`src/rtl/imem_boot_loader.sv`:
```
// Boot loader: receives a length-prefixed byte stream, packs little-endian words into
// instruction memory and holds the core in reset until the whole image is written.
module imem_boot_loader #(
    parameter int ADDR_WIDTH = 8
) (
    input  logic                  clk,
    input  logic                  areset,
    input  logic [7:0]            rx_data,
    input  logic                  rx_valid,
    output logic                  rx_ready,
    output logic                  imem_we,
    output logic [ADDR_WIDTH-1:0] imem_addr,
    output logic [31:0]           imem_wdata,
    output logic                  core_areset,
    output logic                  busy,
    output logic                  done,
    output logic                  err
);

    typedef enum logic [2:0] {
        LEN0  = 3'd0,
        LEN1  = 3'd1,
        DATA  = 3'd2,
        WRITE = 3'd3,
        DONE  = 3'd4,
        ERR   = 3'd5
    } state_t;

    // 17 bits covers both the 16-bit header and a depth of up to 2**16 words
    localparam logic [16:0] DEPTH = 17'(2 ** ADDR_WIDTH);

    state_t                r_state;
    logic [15:0]           r_len;
    logic [ADDR_WIDTH:0]   r_word_idx;
    logic [1:0]            r_byte_cnt;
    logic [31:0]           r_word;
    logic                  r_rx_ready;
    logic                  r_imem_we;
    logic                  r_core_areset;
    logic                  r_busy;
    logic                  r_done;
    logic                  r_err;

    logic                  w_accept;
    logic [15:0]           w_len_full;
    logic [ADDR_WIDTH:0]   w_idx_next;
    logic                  w_last_word;

    assign w_accept    = rx_valid & r_rx_ready;
    assign w_len_full  = {rx_data, r_len[7:0]};
    assign w_idx_next  = r_word_idx + 1'b1;
    assign w_last_word = (17'(w_idx_next) == {1'b0, r_len});

    // The assembled word and current index are stable through the WRITE cycle,
    // so they drive the memory port directly.
    assign imem_addr   = r_word_idx[ADDR_WIDTH-1:0];
    assign imem_wdata  = r_word;
    assign rx_ready    = r_rx_ready;
    assign imem_we     = r_imem_we;
    assign core_areset = r_core_areset;
    assign busy        = r_busy;
    assign done        = r_done;
    assign err         = r_err;

    always_ff @(posedge clk or negedge areset) begin
        if (!areset) begin
            r_state       <= LEN0;
            r_len         <= '0;
            r_word_idx    <= '0;
            r_byte_cnt    <= '0;
            r_word        <= '0;
            r_rx_ready    <= 1'b1;
            r_imem_we     <= 1'b0;
            r_core_areset <= 1'b0;
            r_busy        <= 1'b0;
            r_done        <= 1'b0;
            r_err         <= 1'b0;
        end else begin
            case (r_state)
                LEN0: begin
                    if (w_accept) begin
                        r_len[7:0] <= rx_data;
                        r_busy     <= 1'b1;
                        r_state    <= LEN1;
                    end
                end
                LEN1: begin
                    if (w_accept) begin
                        r_len[15:8] <= rx_data;
                        if (w_len_full == 16'd0) begin
                            r_state       <= DONE;
                            r_rx_ready    <= 1'b0;
                            r_busy        <= 1'b0;
                            r_done        <= 1'b1;
                            r_core_areset <= 1'b1;
                        end else if ({1'b0, w_len_full} > DEPTH) begin
                            r_state    <= ERR;
                            r_rx_ready <= 1'b0;
                            r_busy     <= 1'b0;
                            r_err      <= 1'b1;
                        end else begin
                            r_word_idx <= '0;
                            r_byte_cnt <= '0;
                            r_state    <= DATA;
                        end
                    end
                end
                DATA: begin
                    if (w_accept) begin
                        r_word[{r_byte_cnt, 3'b000} +: 8] <= rx_data;
                        r_byte_cnt <= r_byte_cnt + 1'b1;
                        if (r_byte_cnt == 2'd3) begin
                            r_state    <= WRITE;
                            r_rx_ready <= 1'b0;
                            r_imem_we  <= 1'b1;
                        end
                    end
                end
                WRITE: begin
                    r_imem_we  <= 1'b0;
                    r_word_idx <= w_idx_next;
                    r_byte_cnt <= '0;
                    if (w_last_word) begin
                        r_state       <= DONE;
                        r_busy        <= 1'b0;
                        r_done        <= 1'b1;
                        r_core_areset <= 1'b1;
                    end else begin
                        r_state    <= DATA;
                        r_rx_ready <= 1'b1;
                    end
                end
                DONE, ERR: ;
                default: r_state <= LEN0;
            endcase
        end
    end

endmodule

```
`config.mk`:
```
export PLATFORM = sky130hd
export DESIGN_NAME = imem_boot_loader
export DESIGN_NICKNAME = d
export VERILOG_FILES = /design/src/rtl/imem_boot_loader.sv
export SDC_FILE = /design/constraint.sdc
export NUM_CORES = 1
export LEC_CHECK = 0
export ABC_AREA = 1
export CAP_MARGIN = 0
export CORE_AREA = 8 8 99 101
export DETAILED_ROUTE_END_ITERATION = 10
export DIE_AREA = 0 0 107 109
export PLACE_DENSITY = 0.67
export SKIP_CTS_REPAIR_TIMING = 1
export SLEW_MARGIN = 40
export SYNTH_ARGS = -nofsm -noshare
export SYNTH_HDL_FRONTEND = slang
export SYNTH_SLANG_ARGS = --single-unit
export TNS_END_PERCENT = 20
```
`constraint.sdc`:
```
create_clock -name clk -period 2.7 [get_ports clk]
set_clock_uncertainty 0.15 [all_clocks]
set_input_delay 0.81 -clock clk [delete_from_list [all_inputs] [get_ports clk]]
set_output_delay 0.81 -clock clk [all_outputs]
set_load 0.01 [all_outputs]
```
==> summary.md <==
| Metric | Value |
|---|---|
| Total of warnings raised by yosys | 0 |
| Required arrival time at the worst endpoint | 1.74 ns |
| Library cells used by synthesis | 34 |
| Power Dens Cells | 425 nW/um^2 |
| Hold Fails Final Rpt | 0 |
| Clock tree sinks | 67 |
| Leakage power figure | 0.00228 uW |
| Effective utilization at floorplan | 42.6% |
| Post-synthesis average cell area | 8.11 sq um |
| Fin area | 4460 sq um |
| Starting DRC count in detailed routing | 179 |
| Setup WS pre-CTS | -0.00162 ns |
| Number of nets in the layout | 522 |
| R2r setup slk | 0.50 ns |
| Average wire per cell in the routed design | 14.9 um |
| H-tree level count | 3 |
| Cell total after placement | 601 |
| Critical Path Source Type | flip-flop |
| First drt pass iteration count | 4 |
| Worst-Skew Late Latency | 0.34 ns |
| Proportion of synthesized chip area in sequential cells | 47.0% |
| Post-route DRC | 0 |
| Largest incremental delay on the critical path | 0.55 ns |
| Number of slew-limit violations in the final report | 0 |
| Inserted Clock Buffers | 9 |
| Period utilization | 88.1% |
| Type of the worst min-delay path | in -> async |
| Vias per inst | 5.09 |
| Fmax | 420 MHz |
| Status | finished clean |
| RSZ-0062 raised after global routing | false |
| Transition time of the tightest slew-check pin | 0.504 ns |
| Remaining global-route overflow | 0 |
| Wire length of the first global-routing pass | 15.7 mm |
| Placed cell areas | 4260 sq um |
| Global placement routability congestion | 0.853 |
| Arrival @ worst endpoint | 1.42 ns |
| Area of the mapped netlist | 3570 sq um |
| Critical Path End Type | output port |
| Die extent in y | 109 um |
| Worst setup path class | reg -> out |
| Slowest cell on the critical path | sky130_fd_sc_hd__dfstp_2 |
| CTS tree | yes |
| Top delay family on crit path | flip-flops |
| Synth Flop Type | sky130_fd_sc_hd__dfrtp_1 |
| Synthesized net count | 458 |
| Layout cells sized above 1 | 11.4% |
| Post-synthesis to final-layout area growth | 24.8% |
| Clock edge transition at the registers on the reported setup and hold paths | 0.08 ns |
| Number of global-route vias before repair | 3245 |
| Antenna diodes | 0 |
| Final Instance Count excl. Fillers | 616 |
| Via count | 3134 |
| Worst Slack Setup Final | 0.321 ns |
| GRT Resource Usage Total | 16.8% |
| Aggregate routed wire length | 9.18 mm |
| Largest fanout on the critical path | 3 |
| Antenna-violating nets left | 0 |
| Number of buffers inserted by port buffering | 56 |
| I/O Pins | 57 |
| Horiz. Die Dim | 107 um |
| Number of standard cells after synthesis | 440 |
| Synth Register Bits | 67 |
| Placeable core region | 8380 sq um |
| Fraction of synthesis flops using an asynchronous set or reset pin | 100% |
| Cell chosen for the clock root | sky130_fd_sc_hd__clkbuf_8 |
| Worst vdd ir | 0.342 mV |
| Post-DP HPWL | 6.92 mm |
| Area of the die | 11700 sq um |
| Final count of negative-setup-slack endpoints | 0 |
| Number of synthesized flops with an enable pin | 0 |
| Pin count of the biggest net entering global routing | 68 |
| Relative max-transition margin | 66.3% |
| Cell-by-cell listing of the critical path | clkdlybuf4s50_1 |
| Row count | 34 |
| Final min period | 2.38 ns |
| Max Buffers Root-to-Sink | 2 |
| Number of buffer and inverter stages on the critical path | 1 |
| Max-Cap Viols | 0 |
| Antenna violations before repair | 0 |
[through the flow]
stage	hold WS (ns)	util (%)	total power, uW	TNS (ns)
2_1_floorplan	0.303	-	1030	0
3_3_place_gp	0.312	50.9	1090	0
3_5_place_dp	0.315	50.9	1090	-0.00162
4_1_cts	0.332	53.2	1910	0
5_1_grt	0.357	53.2	1950	0
6_report	0.308	53.2	1890	0
[placed cells by master, fill, tap and decap left out, types with 2 or more instances in the layout]
master	n
sky130_fd_sc_hd__a21oi_1	7
sky130_fd_sc_hd__buf_4	13
sky130_fd_sc_hd__nor2_1	21
sky130_fd_sc_hd__dfrtp_1	66
sky130_fd_sc_hd__nand2_1	120
sky130_fd_sc_hd__nor3_4	2
sky130_fd_sc_hd__nor2_4	4
sky130_fd_sc_hd__nand4_1	10
sky130_fd_sc_hd__o21a_1	8
sky130_fd_sc_hd__nor2_2	7
sky130_fd_sc_hd__nor2_8	2
sky130_fd_sc_hd__o21ai_1	9
sky130_fd_sc_hd__o21ai_0	48
sky130_fd_sc_hd__clkdlybuf4s50_1	55
sky130_fd_sc_hd__o41ai_1	4
sky130_fd_sc_hd__ha_1	7
sky130_fd_sc_hd__nand3_1	35
sky130_fd_sc_hd__nand3_2	2
sky130_fd_sc_hd__inv_1	48
sky130_fd_sc_hd__inv_2	7
sky130_fd_sc_hd__o22ai_1	3
sky130_fd_sc_hd__clkbuf_8	10
sky130_fd_sc_hd__nor3_1	3
[synth_stat cells (2+ instances only)]
cell type / number / area share, %
sky130_fd_sc_hd__nand2_1: 120 / 13
sky130_fd_sc_hd__dfrtp_1: 66 / 46
sky130_fd_sc_hd__inv_1: 48 / 5.0
sky130_fd_sc_hd__o21ai_0: 48 / 6.7
sky130_fd_sc_hd__nand3_1: 35 / 4.9
sky130_fd_sc_hd__nor2_1: 21 / 2.2
sky130_fd_sc_hd__nand4_1: 10 / 1.8
sky130_fd_sc_hd__buf_4: 9 / 1.9
sky130_fd_sc_hd__o21ai_1: 9 / 1.3
sky130_fd_sc_hd__o21a_1: 8 / 1.7
sky130_fd_sc_hd__a21oi_1: 7 / 0.98
sky130_fd_sc_hd__ha_1: 7 / 2.5
sky130_fd_sc_hd__inv_2: 7 / 0.74
sky130_fd_sc_hd__nor2_2: 7 / 1.2
sky130_fd_sc_hd__clkbuf_1: 4 / 0.42
sky130_fd_sc_hd__nor2_4: 4 / 1.3
sky130_fd_sc_hd__o41ai_1: 4 / 0.98
sky130_fd_sc_hd__nor3_1: 3 / 0.42
sky130_fd_sc_hd__o22ai_1: 3 / 0.53
sky130_fd_sc_hd__buf_2: 2 / 0.28
sky130_fd_sc_hd__buf_6: 2 / 0.63
sky130_fd_sc_hd__nand3_2: 2 / 0.56
sky130_fd_sc_hd__nor2_8: 2 / 1.1
sky130_fd_sc_hd__nor3_4: 2 / 0.91
[state kept, by name, indices dropped and copies added, names as in the netlist]
signal	cells
busy	1
done	1
err	1
imem_wdata	32
imem_we	1
r_byte_cnt	2
r_len	16
r_state	3
r_word_idx	9
rx_ready	1
[cells by family after synthesis]
logic type,Yosys count,share of synthesized area (%)
AO/OA/AOI/OAI,83,13.4
flip-flops,67,47.0
buffers and inverters,72,9.01
AND/OR/NAND/NOR,211,28.1
adder cells (fa/ha/maj),7,2.45
[worst paths after layout]
kind                             endpoint           from  cells after the start
max                              rx_ready       rx_ready                      1
min                        imem_wdata[16]         areset                      2
max reg2reg                          busy  r_word_idx[0]                     14
min reg2reg                          busy           busy                      2
max in group asynchronous        rx_ready         areset                      2
min in group clk                     busy           busy                      2
[per-layer routing]
| metal | wire length [um] | vias to the layer above | track usage (%) | share of wire (%) |
|---|---|---|---|---|
| met4 | 163 | 0 | 7.14 | 1.8 |
| met2 | 4390 | 67 | 27.6 | 48 |
| met1 | 4130 | 1486 | 20.9 | 45 |
| met5 | 0 | - | 0 | 0 |
| met3 | 500 | 17 | 3.84 | 5.4 |
| li1 | - | 1564 | - | - |
[cell type report]
cell class,count,area [sq um]
clock buffers,11,141
clock inverters,4,51.3
fillers,772,3930
inverters,55,206
multi-input cells,301,1570
flip-flops and latches,67,1680
well taps,108,135
repair buffers,70,673
[power breakdown]
group / total (uW) / internal, uW / switching, uW / leakage, uW
combinational: 64.1 / 23.9 / 40.3 / 0.00132
clock: 827 / 447 / 380 / 0.0000954
sequential: 1000 / 1000 / 0 / 0.000860
Note: power is estimated with default switching activity, not from simulation.
